<file path="config.mk">
export PLATFORM = sky130hd
export DESIGN_NAME = traffic_light_ctrl_flat
export DESIGN_NICKNAME = d
export VERILOG_FILES = /design/src/rtl/traffic_light_pkg.sv /design/src/rtl/traffic_light_ctrl_if.sv /design/src/rtl/seg7_scan.sv /design/src/rtl/traffic_light_ctrl.sv /design/src/flat_wrapper.sv
export SDC_FILE = /design/constraint.sdc
export NUM_CORES = 1
export LEC_CHECK = 0
export CAP_MARGIN = 20
export CORE_MARGIN = 3
export CORE_UTILIZATION = 32
export CTS_CLUSTER_SIZE = 14
export DETAILED_ROUTE_END_ITERATION = 8
export DONT_BUFFER_PORTS = 1
export PLACE_DENSITY = 0.43
export SYNTH_ARGS = -nofsm -noshare
export SYNTH_HDL_FRONTEND = slang
export SYNTH_SLANG_ARGS = --single-unit
</file>
<file path="constraint.sdc">
create_clock -name clk_50MHz -period 3.45 [get_ports clk_50MHz]
set_input_delay 0.69 -clock clk_50MHz [delete_from_list [all_inputs] [get_ports clk_50MHz]]
set_output_delay 0.69 -clock clk_50MHz [all_outputs]
set_load 0.01 [all_outputs]
</file>
<file path="src/rtl/traffic_light_pkg.sv">
// Shared types and constants for the two-road traffic light controller:
// phase encodings, light patterns and the active-low 7-segment table.
// Optional macro NIGHT_FLASH_EN adds the FLASH state.
package traffic_light_pkg;

    localparam int LIGHT_W = 6;
    localparam int CNT_W   = 8;

    typedef enum logic [2:0] {
        A_GRN = 3'd0,
        A_YEL = 3'd1,
        RED1  = 3'd2,
        B_GRN = 3'd3,
        B_YEL = 3'd4,
        RED2  = 3'd5
`ifdef NIGHT_FLASH_EN
        ,
        FLASH = 3'd6
`endif
    } state_e;

    // {A_R, A_Y, A_G, B_R, B_Y, B_G}
    localparam logic [LIGHT_W-1:0] LT_A_GRN   = 6'b001_100;
    localparam logic [LIGHT_W-1:0] LT_A_YEL   = 6'b010_100;
    localparam logic [LIGHT_W-1:0] LT_ALL_RED = 6'b100_100;
    localparam logic [LIGHT_W-1:0] LT_B_GRN   = 6'b100_001;
    localparam logic [LIGHT_W-1:0] LT_B_YEL   = 6'b100_010;
    localparam logic [LIGHT_W-1:0] LT_FLASH   = 6'b010_010;
    localparam logic [LIGHT_W-1:0] LT_OFF     = 6'b000_000;

    localparam logic [7:0] SEG_BLANK   = 8'hFF;
    // Any value outside 0..9 decodes to a dark digit
    localparam logic [6:0] DIGIT_BLANK = 7'd10;

    // Segments {dp,g,f,e,d,c,b,a}, active-low
    function automatic logic [7:0] seg_lut(input logic [6:0] d);
        case (d)
            7'd0:    return 8'hC0;
            7'd1:    return 8'hF9;
            7'd2:    return 8'hA4;
            7'd3:    return 8'hB0;
            7'd4:    return 8'h99;
            7'd5:    return 8'h92;
            7'd6:    return 8'h82;
            7'd7:    return 8'hF8;
            7'd8:    return 8'h80;
            7'd9:    return 8'h90;
            default: return SEG_BLANK;
        endcase
    endfunction

    // Steady light pattern per phase; unused codes look like all-red
    function automatic logic [LIGHT_W-1:0] light_of(input state_e s);
        case (s)
            A_GRN:   return LT_A_GRN;
            A_YEL:   return LT_A_YEL;
            B_GRN:   return LT_B_GRN;
            B_YEL:   return LT_B_YEL;
            default: return LT_ALL_RED;
        endcase
    endfunction

endpackage

</file>
<file path="src/rtl/traffic_light_ctrl_if.sv">
// Signal bundle between the traffic light controller and its surroundings.
// Optional macro NIGHT_FLASH_EN adds the night input.
interface traffic_light_ctrl_if;
    import traffic_light_pkg::*;

    logic               ped_req;
`ifdef NIGHT_FLASH_EN
    logic               night;
`endif
    logic               clk_1Hz;
    logic [15:0]        total_state;
    logic [LIGHT_W-1:0] light;
    logic [3:0]         sm_wei;
    logic [7:0]         sm_duan;

`ifdef NIGHT_FLASH_EN
    modport master (output ped_req, night,
                    input  clk_1Hz, total_state, light, sm_wei, sm_duan);
    modport slave  (input  ped_req, night,
                    output clk_1Hz, total_state, light, sm_wei, sm_duan);
`else
    modport master (output ped_req,
                    input  clk_1Hz, total_state, light, sm_wei, sm_duan);
    modport slave  (input  ped_req,
                    output clk_1Hz, total_state, light, sm_wei, sm_duan);
`endif

endinterface

</file>
<file path="src/rtl/seg7_scan.sv">
// Four-digit multiplexed 7-segment driver: two 0..99 values, split into
// tens/units, road A tens blanked when zero, one digit per SCAN_DIV cycles.
module seg7_scan
    import traffic_light_pkg::*;
#(
    parameter int SCAN_DIV = 50000
) (
    input  logic       clk,
    input  logic       rst,
    input  logic [6:0] val_a,
    input  logic [6:0] val_b,
    input  logic       blank,
    output logic [3:0] sm_wei,
    output logic [7:0] sm_duan
);

    localparam int DIV_W = (SCAN_DIV > 1) ? $clog2(SCAN_DIV) : 1;

    logic [DIV_W-1:0] div_q, div_d;
    logic [1:0]       slot_q, slot_d;
    logic [3:0]       sm_wei_q, sm_wei_d;
    logic [7:0]       sm_duan_q, sm_duan_d;
    logic [6:0]       digit;

    // Slot timer; select and segments are built from the next slot so both
    // outputs change on the same edge
    always_comb begin
        slot_d = slot_q;
        div_d  = div_q + DIV_W'(1);
        if (div_q == DIV_W'(SCAN_DIV - 1)) begin
            div_d  = '0;
            slot_d = slot_q + 2'd1;
        end
        case (slot_d)
            2'd0:    digit = (val_a < 7'd10) ? DIGIT_BLANK : val_a / 7'd10;
            2'd1:    digit = val_a % 7'd10;
            2'd2:    digit = val_b / 7'd10;
            default: digit = val_b % 7'd10;
        endcase
        sm_wei_d  = ~(4'b0001 << slot_d);
        sm_duan_d = blank ? SEG_BLANK : seg_lut(digit);
    end

    // Scan registers
    always_ff @(posedge clk) begin
        if (rst) begin
            div_q     <= '0;
            slot_q    <= 2'd0;
            sm_wei_q  <= 4'b1110;
            sm_duan_q <= SEG_BLANK;
        end else begin
            div_q     <= div_d;
            slot_q    <= slot_d;
            sm_wei_q  <= sm_wei_d;
            sm_duan_q <= sm_duan_d;
        end
    end

    assign sm_wei  = sm_wei_q;
    assign sm_duan = sm_duan_q;

endmodule

</file>
<file path="src/rtl/traffic_light_ctrl.sv">
// Two-road traffic light controller: 1 Hz prescaler, six-phase sequencer
// with programmable durations, pedestrian green truncation and a per-road
// countdown display. Optional macro NIGHT_FLASH_EN adds night flashing.
module traffic_light_ctrl
    import traffic_light_pkg::*;
#(
    parameter int CLK_HZ    = 50000000,
    parameter int SCAN_DIV  = 50000,
    parameter int GREEN_A_S = 30,
    parameter int GREEN_B_S = 20,
    parameter int YELLOW_S  = 3,
    parameter int ALL_RED_S = 2,
    parameter int PED_MIN_S = 5
) (
    input  logic                clk_50MHz,
    input  logic                reset,
    traffic_light_ctrl_if.slave bus
);

    localparam int               PRE_W   = (CLK_HZ > 1) ? $clog2(CLK_HZ) : 1;
    localparam logic [CNT_W-1:0] PED_MIN = CNT_W'(PED_MIN_S);
    // Time still to wait after the current phase ends, per display case
    localparam logic [6:0] TAIL_R  = 7'(ALL_RED_S);
    localparam logic [6:0] TAIL_YR = 7'(YELLOW_S + ALL_RED_S);
    localparam logic [6:0] TAIL_GA = 7'(GREEN_A_S + YELLOW_S + ALL_RED_S);
    localparam logic [6:0] TAIL_GB = 7'(GREEN_B_S + YELLOW_S + ALL_RED_S);

    logic [PRE_W-1:0]   pre_q, pre_d;
    logic               clk_1hz_q, clk_1hz_d;
    state_e             state_q, state_d;
    logic [CNT_W-1:0]   cnt_q, cnt_d;
    logic               ped_lat_q, ped_lat_d;
    logic [LIGHT_W-1:0] light_q, light_d;
    logic               tick, in_green, ped_cut;
    logic [6:0]         c7, val_a, val_b;
    logic               blank;
    logic [3:0]         sm_wei;
    logic [7:0]         sm_duan;

    // Codes 6..7 (unreachable) behave as RED1
    function automatic state_e next_phase(input state_e s);
        case (s)
            A_GRN:   return A_YEL;
            A_YEL:   return RED1;
            B_GRN:   return B_YEL;
            B_YEL:   return RED2;
            RED2:    return A_GRN;
            default: return B_GRN;
        endcase
    endfunction

    function automatic logic [CNT_W-1:0] phase_len(input state_e s);
        case (s)
            A_GRN:        return CNT_W'(GREEN_A_S);
            B_GRN:        return CNT_W'(GREEN_B_S);
            A_YEL, B_YEL: return CNT_W'(YELLOW_S);
            default:      return CNT_W'(ALL_RED_S);
        endcase
    endfunction

    // Prescaler: tick on wrap, 1 Hz output high for the first half second
    always_comb begin
        tick      = (pre_q == PRE_W'(CLK_HZ - 1));
        pre_d     = tick ? '0 : pre_q + PRE_W'(1);
        clk_1hz_d = (pre_d < PRE_W'(CLK_HZ / 2));
    end

    // Phase sequencing, phase counter and pedestrian latch
    always_comb begin
        state_d   = state_q;
        cnt_d     = cnt_q;
        ped_lat_d = ped_lat_q | bus.ped_req;
        in_green  = (state_q == A_GRN) || (state_q == B_GRN);
        ped_cut   = in_green && ped_lat_d && (cnt_q > PED_MIN);
        if (tick) begin
            if (ped_cut) begin
                cnt_d = PED_MIN;
            end else if (cnt_q <= CNT_W'(1)) begin
                state_d = next_phase(state_q);
                cnt_d   = phase_len(state_d);
            end else begin
                cnt_d = cnt_q - CNT_W'(1);
            end
            // A request seen at a green tick is consumed even when green is
            // already short enough
            if (in_green) ped_lat_d = 1'b0;
        end
`ifdef NIGHT_FLASH_EN
        if (bus.night) begin
            state_d   = FLASH;
            cnt_d     = cnt_q;
            ped_lat_d = 1'b0;
        end else if (state_q == FLASH) begin
            state_d = RED1;
            cnt_d   = CNT_W'(ALL_RED_S);
        end
`endif
    end

    // Light pattern registered from the next state
    always_comb begin
        light_d = light_of(state_d);
`ifdef NIGHT_FLASH_EN
        if (state_d == FLASH) light_d = clk_1hz_d ? LT_FLASH : LT_OFF;
`endif
    end

    // Seconds until each road's light next changes
    always_comb begin
        c7    = cnt_q[6:0];
        blank = 1'b0;
        val_a = c7;
        val_b = c7;
        case (state_q)
            A_GRN:   val_b = c7 + TAIL_YR;
            A_YEL:   val_b = c7 + TAIL_R;
            B_GRN:   val_a = c7 + TAIL_YR;
            B_YEL:   val_a = c7 + TAIL_R;
            RED2:    val_b = c7 + TAIL_GA;
`ifdef NIGHT_FLASH_EN
            FLASH:   blank = 1'b1;
`endif
            default: val_a = c7 + TAIL_GB;
        endcase
    end

    // Controller state registers
    always_ff @(posedge clk_50MHz) begin
        if (reset) begin
            pre_q     <= '0;
            clk_1hz_q <= 1'b1;
            state_q   <= A_GRN;
            cnt_q     <= CNT_W'(GREEN_A_S);
            ped_lat_q <= 1'b0;
            light_q   <= LT_A_GRN;
        end else begin
            pre_q     <= pre_d;
            clk_1hz_q <= clk_1hz_d;
            state_q   <= state_d;
            cnt_q     <= cnt_d;
            ped_lat_q <= ped_lat_d;
            light_q   <= light_d;
        end
    end

    seg7_scan #(
        .SCAN_DIV (SCAN_DIV)
    ) u_scan (
        .clk     (clk_50MHz),
        .rst     (reset),
        .val_a   (val_a),
        .val_b   (val_b),
        .blank   (blank),
        .sm_wei  (sm_wei),
        .sm_duan (sm_duan)
    );

    assign bus.clk_1Hz     = clk_1hz_q;
    assign bus.total_state = {5'b0, state_q, cnt_q};
    assign bus.light       = light_q;
    assign bus.sm_wei      = sm_wei;
    assign bus.sm_duan     = sm_duan;

endmodule
</file>
<file path="src/flat_wrapper.sv">
// flat-port wrapper written by rule: the top's interface ports become plain ports
module traffic_light_ctrl_flat import traffic_light_pkg::*;
#(
    parameter int CLK_HZ    = 50000000,
    parameter int SCAN_DIV  = 50000,
    parameter int GREEN_A_S = 30,
    parameter int GREEN_B_S = 20,
    parameter int YELLOW_S  = 3,
    parameter int ALL_RED_S = 2,
    parameter int PED_MIN_S = 5
)
  (clk_50MHz, reset, bus_ped_req, bus_clk_1Hz, bus_total_state, bus_light, bus_sm_wei, bus_sm_duan);
  traffic_light_ctrl_if bus_i ();
  input  logic clk_50MHz;
  input  logic reset;
  input wire logic [$bits(bus_i.ped_req)-1:0] bus_ped_req;
  output wire logic [$bits(bus_i.clk_1Hz)-1:0] bus_clk_1Hz;
  output wire logic [$bits(bus_i.total_state)-1:0] bus_total_state;
  output wire logic [$bits(bus_i.light)-1:0] bus_light;
  output wire logic [$bits(bus_i.sm_wei)-1:0] bus_sm_wei;
  output wire logic [$bits(bus_i.sm_duan)-1:0] bus_sm_duan;
  assign bus_i.ped_req = bus_ped_req;
  assign bus_clk_1Hz = bus_i.clk_1Hz;
  assign bus_total_state = bus_i.total_state;
  assign bus_light = bus_i.light;
  assign bus_sm_wei = bus_i.sm_wei;
  assign bus_sm_duan = bus_i.sm_duan;
  traffic_light_ctrl #(.CLK_HZ(CLK_HZ), .SCAN_DIV(SCAN_DIV), .GREEN_A_S(GREEN_A_S), .GREEN_B_S(GREEN_B_S), .YELLOW_S(YELLOW_S), .ALL_RED_S(ALL_RED_S), .PED_MIN_S(PED_MIN_S)) u_core (.clk_50MHz(clk_50MHz), .reset(reset), .bus(bus_i));
endmodule
</file>
### After elaboration in Yosys (flattened, before gate mapping)

Memories as Yosys holds them, arrays and structs flattened. A register that Yosys moved wholly into a read port is not among the register bits.
Cells that the tools add are included.

* memories kept: 1
* logic and storage cells: 76
* memory bits (read-only): 112
* bits of input ports: 3
* output and inout port bits: 35
* register bits: 75
* memory bits (writable): 0
* bits in latches: 0

Memory list
* (name not given): depth 16, width 7, rd ports 1, clocked after Yosys merged registers in 1, write ports 0, line traffic_light_pkg.sv:37 `case (d)`

* divide/modulo/power cells: 4
* shift operators: 1
* reductions and logical operators: 12
* muxes and demuxes: 19
* add/sub/neg operators: 8
* bitwise gates (word level): 3
* equal/unequal tests: 14
* $mul: 0
* order comparisons: 4

Operators with widths (number)
* $pmux W7 S3: 3
* $add A26 B1 Y26 const B: 1
* $eq A26 B26 Y1 const B: 1
* $lt A26 B25 Y1 const B: 1
* $mux W26: 1
* $pmux W6 S4: 1
* $mux W3: 6
* $add A16 B1 Y16 const B: 1
* $eq A16 B16 Y1 const B: 1
* $mux W8: 2
* $pmux W3 S5: 1
* $pmux W5 S3: 1
* $div A7 B4 Y7 const B: 2
* $mod A7 B4 Y7 const B: 2
* $eq A3 B3 Y1 const B: 4
* $logic_not A3 Y1: 4
* $eq A3 B1 Y1 const B: 3
* $eq A3 B2 Y1 const B: 3
* $gt A8 B3 Y1 const B: 1
* $le A8 B1 Y1 const B: 1
* $sub A8 B1 Y8 const B: 1
* $add A7 B2 Y7 const B: 1
* $add A7 B3 Y7 const B: 1
* $add A7 B5 Y7 const B: 1
* other kinds (17): 21

### Longest topological paths before layout

* word-level depth: 11
* mapped depth: 20
* gate-level depth less buffers: 17

### By module

From an unflattened synthesis, not the netlist that was laid out.

* cell total of the unflattened synthesis: 775
* area, all modules: 5730.5 µm²

Modules (own cells, without submodules)
* traffic_light_ctrl: cells each 424, times used 1, seq. area each 900.9 µm², area each 3118.0 µm²
* seg7_scan: cells each 351, times used 1, seq. area each 580.6 µm², area each 2612.5 µm²

### Worst setup path after synthesis

OpenSTA, ideal clock, no wires.

* path type: register to register
* from: register u_core.cnt_q[0]
* to: register u_core.u_scan.sm_duan_q[6] (netlist: u_core.u_scan.sm_duan[6])
* buffers on the path: 3
* cell stages (with the launch flop): 21
* setup time: 0.079 ns
* period minus slack after synthesis: 3.807 ns
* path slack: -0.357 ns
* data required time: 3.371 ns
* arrival: 3.728 ns
* path through: dfxtp_1 -> buf_2 -> inv_1 -> ha_1 -> and4bb_2 -> a211oi_1 -> o221a_2 -> buf_2 -> or3_1 -> buf_2 -> o2bb2ai_1 -> mux2i_1 -> o221ai_2 -> a211oi_1 -> or2_1 -> nor2_1 -> ha_1 -> inv_1 -> o311ai_0 -> o311ai_2 -> o211ai_1

* cells in the longest elaborated chain, start to end: 8
* elaborated cells on any way between the ends: 16
* classes of those cells: add/sub (4); div (4); order compare (1); mux (4); bitwise (1); reduce/logical (2)

RTL lines
* start: declaration: line traffic_light_ctrl.sv:31 `logic [CNT_W-1:0] cnt_q, cnt_d;`
* start signal: assignment: line traffic_light_ctrl.sv:133 `cnt_q <= CNT_W'(GREEN_A_S);`
* start signal: assignment: line traffic_light_ctrl.sv:140 `cnt_q <= cnt_d;`
* $add A7 B5 Y7 (tied with other cells): line traffic_light_ctrl.sv:123 `default: val_a = c7 + TAIL_GB;`
* $pmux W7 S3: line traffic_light_ctrl.sv:114 `case (state_q)`
* $div A7 B4 Y7 / $lt A7 B4 Y1 (equally long branches): line seg7_scan.sv:35 `2'd0: digit = (val_a < 7'd10) ? DIGIT_BLANK : val_a / 7'd10;`
* $mux W7: line seg7_scan.sv:35
* $pmux W7 S3 *: line seg7_scan.sv:34 `case (slot_d)`
* $logic_not A3 Y1: line traffic_light_pkg.sv:37
* $not A1 Y1 (no source line)
* $reduce_or A2 Y1 (no source line)
* end: declaration: line seg7_scan.sv:22 `logic [7:0] sm_duan_q, sm_duan_d;`

Every way passes the cells marked *; elsewhere a longest branch is shown, timed or not.
A chain may end at the register's enable or synchronous reset.

### Worst setup path in the final report

* from: register u_core.cnt_q[1]
* to: register u_core.u_scan.sm_duan_q[1] (netlist: u_core.u_scan.sm_duan[1])

Same word-level chain as after synthesis.

==> summary by stage <==
Critical path
The classification of the worst setup path is flip-flop to flip-flop. For the worst flop-to-flop path, the logic depth is 16. The critical register-to-register path startpoint is u_core.cnt_q[1]. The capturing element type of the critical path is a flip-flop. STA puts the critical path data required time at 3.72 ns. The worst register-to-register path has a setup slack of -0.04 ns. The last element of the critical path is u_core.u_scan.sm_duan[1]. In this run the critical register-to-register path is captured at u_core.u_scan.sm_duan[1].

Data arrives at the worst endpoint at 3.76 ns. The largest driver fanout on the critical path is 5. The element type at the critical path start is a flip-flop.

The most critical setup path has its startpoint at u_core.cnt_q[1].

Detailed routing
The average wire per standard cell is 16.8 microns. The overall via count from detail_route is 6136. For this run, the detailed router's first-pass iteration total came to 4. The DRC violation count after routing is 0. The initial DRC count is 258. After detailed routing, the total wire length is 19100 microns. The number of vias per cell is 5.38. In this run the remaining antenna-violating nets after routing total 0.

Timing
On the final layout, the worst clock skew is 0.00761 ns. Once routing completed, OpenROAD measured the worst setup slack at -0.0429 ns. The final critical path time including I/O delays and setup is 3.49 ns. The slew at the pin closest to its max-slew limit is 0.687 ns.

Setup repair after global routing could not meet its margin everywhere. Setup violations remaining at the end of the flow were counted as 5. The number of pins with negative max-slew slack in the final report is 0.

For this run, the top clock speed supported by timing is 0.286 GHz. After layout, the worst path uses 101% of the clock period. The number of endpoints with negative hold slack in the final report is 0.

In this run the tightest slew margin relative to its limit is 54.0%.

Placed design
After detailed placement, the total cell area comes to 7200 sq um. Routability-driven placement finished with a final weighted congestion of 0.894. The number of I/O port buffers is 0. Once detailed placement completed, the half-perimeter wirelength came to 14600 microns.

Global route
The via count of the first global-routing pass is 6002. Entering global routing, the biggest net connects 24 pins. The number of antenna violations at the first check in global routing is 0. For this run, the total global-route usage over all layers was measured as 19.3%. The first global-routing pass estimated 31100 microns of wire. The total congestion overflow is 0.

Yosys
The synthesized netlist devotes 3.34% of its cell area to adder and majority cells. Synthesis instantiated 96 different standard cells from the library. The share of synthesized registers carrying an async set or reset is 0%.

The number of flops mapped to enable cells by yosys is 0. The combinational family with the most area after synthesis is simple AND/OR/NAND/NOR gates. The area share of and/or/nand/nor cells after synthesis is 27.2%. In this run, synthesis produced a sequential element count of 74.

The number of instances in the synthesized netlist is 741. During synthesis, Yosys emitted a total of 0 warnings. The most used flip-flop cell after synthesis is sky130_fd_sc_hd__dfxtp_1. After Yosys synthesis, XOR and XNOR cells account for 7.73% of the synthesized area. By area the synthesized netlist is led by sky130_fd_sc_hd__dfxtp_1 26%, sky130_fd_sc_hd__nor2_1 6.0%, sky130_fd_sc_hd__xnor2_1 4.2%. The post-synthesis mux area share is 2.23%. The post-synthesis sequential area ratio is 25.6%. The synthesized area divided by synthesized cell count is 7.80 sq um.

The synthesized netlist devotes 27.0% of its cell area to compound gates. The top cell type by area accounts for 25.6% of the synthesized area. The cell taking the most area after synthesis is sky130_fd_sc_hd__dfxtp_1. The synthesized area is 5780 sq um.

Clock tree
The clock tree from TritonCTS is built. The master cell of the clock root buffer is sky130_fd_sc_hd__clkbuf_16. The tree built by TritonCTS fans out to 74 sinks. No sink is reached through more buffers than the 2 on the longest clock path. The clock latency reported for the late side of the worst-skew pair is 0.34 ns. The number of CTS-inserted buffers is 9. The H-tree generated during clock tree synthesis spans 3 levels.

The clock transition at the register clock pins on the worst setup and hold paths after CTS is 0.06 ns. Buffers inserted to repair hold after CTS numbered 0.

Outcome
The final reports fail on negative setup slack. The flow ran to the end, but the final reports show violations.

Pwr
In this run the power density over the cells is 227 nW/um^2. Across the VDD grid, the largest voltage drop is 0.327 mV. Overall power consumption after layout is estimated at 0.00187 W.

The leakage power summed over all cells is 3.28 nW.

Die
38 I/O pins were placed. The region available for standard cell placement spans 17500 sq um. Once the floorplan was initialized, standard cells occupied 33.1% of the core. The horizontal die dimension is 140 microns. The full die area is 19700 sq um. Measured along the y axis, the die boundary spans 140 microns.

The row count is 48.

Layout
Of the cells placed in the final design, the portion with a size suffix greater than 1 is 38.3%. Compared with the post-synthesis result, the final layout area differs by 42.9%. The antenna diode instance count is 0. The post-route core utilization is 47.2%. Summing all non-filler instances in the final layout gives an area of 8250 sq um. In the final design database the tool counted 926 nets.

Min path
The number of stages on the worst hold path is 1. The class of the tightest hold or removal check is input port to flip-flop.

Flow run
The max capacitance violation total is 0.
-- layout make-up --
cell class                      instances  area (sq um)
Clock inverter                          6          63.8
Multi-Input combinational cell        600          4430
Sequential cell                        74          1500
Clock buffer                           10           250
Timing Repair Buffer                  206          1650
Tap cell                              225           282
Fill cell                            1715          9220
Inverter                               19          76.3
-- registers in the layout, summed over array words and instances (netlist names) --
register	count
u_core.pre_q	26
u_core.u_scan.div_q	16
u_core.cnt_q	8
u_core.u_scan.sm_duan	7
u_core.bus.light	6
u_core.u_scan.sm_wei	4
u_core.state_q	3
u_core.u_scan.slot_q	2
u_core.bus.clk_1Hz	1
u_core.ped_lat_q	1
-- through the flow --
stage | setup slack (ns) | cells | setup TNS (ns) | hold WS, ns
floorplan | -0.0124 | 745 | -0.0124 | 0.413
global placement | -0.302 | 1097 | -1.68 | 0.422
detailed placement | -0.318 | 1097 | -1.79 | 0.444
CTS | -0.0287 | 1131 | -0.0842 | 0.393
global route | -0.186 | 1140 | -1.14 | 0.398
finish | -0.0429 | 1140 | -0.106 | 0.416
-- metal layers --
layer  up-vias  routed length (microns)  track usage [%]
met5         -                        0                0
met1      2944                     9010             26.1
met2       119                     9030             31.7
met4         0                      348             5.81
li1       3048                        -                -
met3        25                      734             3.07
-- cell families after synthesis --
| family | Yosys count |
|---|---|
| adder cells (fa/ha/maj) | 16 |
| multiplexers | 12 |
| other | 2 |
| AND/OR/NAND/NOR | 310 |
| XOR/XNOR | 51 |
| flip-flops | 74 |
| AO/OA/AOI/OAI | 205 |
| buffers and inverters | 71 |
-- power breakdown --
group	internal, W	switching [W]
Combinational	0.0000144	0.0000224
Clock	0.000602	0.000364
Sequential	0.000862	0.00000713
Total	0.00148	0.000394
-- worst min path at each step --
stage                          from           endpoint  slack, ns
global route                  reset    u_core.cnt_q[0]       0.40
CTS                           reset  u_core.state_q[1]       0.39
detailed placement  u_core.pre_q[0]    u_core.pre_q[0]       0.44
finish                        reset  u_core.state_q[2]       0.42
floorplan           u_core.pre_q[0]    u_core.pre_q[0]       0.41
global placement    u_core.pre_q[0]    u_core.pre_q[0]       0.42
-- cell usage after synthesis, types with 8 or more instances --
cell                        n
sky130_fd_sc_hd__a21oi_1   39
sky130_fd_sc_hd__nand3_1   38
sky130_fd_sc_hd__o211ai_1  12
sky130_fd_sc_hd__clkbuf_1  17
sky130_fd_sc_hd__nand4_1    9
sky130_fd_sc_hd__o21ai_0   35
sky130_fd_sc_hd__buf_4     14
sky130_fd_sc_hd__nor3_1    18
sky130_fd_sc_hd__ha_1      13
sky130_fd_sc_hd__a211oi_1  11
sky130_fd_sc_hd__nor2_1    92
sky130_fd_sc_hd__xor2_1    23
sky130_fd_sc_hd__buf_2     13
sky130_fd_sc_hd__and3_1    22
sky130_fd_sc_hd__dfxtp_1   74
sky130_fd_sc_hd__nor4_1    12
sky130_fd_sc_hd__nand2_1   59
sky130_fd_sc_hd__a31oi_1    8
sky130_fd_sc_hd__xnor2_1   28
sky130_fd_sc_hd__inv_1     17
-- critical path, stage by stage (launching register included) --
cell and delay, ns:
sky130_fd_sc_hd__dfxtp_4 0.37, sky130_fd_sc_hd__buf_4 0.14, sky130_fd_sc_hd__ha_2 0.21, sky130_fd_sc_hd__a21o_1 0.19, sky130_fd_sc_hd__buf_4 0.15, sky130_fd_sc_hd__a221o_1 0.33, sky130_fd_sc_hd__and3_1 0.19, sky130_fd_sc_hd__nor2_2 0.18
sky130_fd_sc_hd__a221oi_2 0.10, sky130_fd_sc_hd__or3_4 0.39, sky130_fd_sc_hd__o221ai_4 0.08, sky130_fd_sc_hd__a211oi_2 0.11, sky130_fd_sc_hd__or2_4 0.28, sky130_fd_sc_hd__nor2_4 0.19, sky130_fd_sc_hd__ha_4 0.23, sky130_fd_sc_hd__o21a_1 0.16
sky130_fd_sc_hd__o21ai_1 0.11
-- what timing repair did --
action	in CTS	in global routing
resized for setup	70	47
setup buffers	17	10
hold endpoints to repair	0	0
pin swaps	36	25
endpoints found under the setup margin	7	7
cloned	1	0
-- cell usage in the layout, fill, tap and decap left out, types with 5 or more instances in the layout --
master and instances:
sky130_fd_sc_hd__buf_4 194, sky130_fd_sc_hd__nor2_1 88, sky130_fd_sc_hd__dfxtp_1 67, sky130_fd_sc_hd__nand2_1 57, sky130_fd_sc_hd__nand3_1 35, sky130_fd_sc_hd__a21oi_1 31, sky130_fd_sc_hd__o21ai_0 28, sky130_fd_sc_hd__xnor2_1 28
sky130_fd_sc_hd__xor2_1 23, sky130_fd_sc_hd__and3_1 20, sky130_fd_sc_hd__nor3_1 16, sky130_fd_sc_hd__inv_1 13, sky130_fd_sc_hd__o211ai_1 12, sky130_fd_sc_hd__nor4_1 11, sky130_fd_sc_hd__o21ai_1 10, sky130_fd_sc_hd__clkbuf_16 10
sky130_fd_sc_hd__nand4_1 9, sky130_fd_sc_hd__or2_2 7, sky130_fd_sc_hd__o31ai_1 7, sky130_fd_sc_hd__a211oi_1 7, sky130_fd_sc_hd__a31oi_1 7, sky130_fd_sc_hd__a21oi_2 7, sky130_fd_sc_hd__ha_4 7, sky130_fd_sc_hd__o22ai_1 6
sky130_fd_sc_hd__conb_1 6, sky130_fd_sc_hd__buf_6 6, sky130_fd_sc_hd__mux2i_1 5, sky130_fd_sc_hd__nand2b_1 5, sky130_fd_sc_hd__or3_1 5, sky130_fd_sc_hd__a21oi_4 5
(Power assumes the default switching activity.)
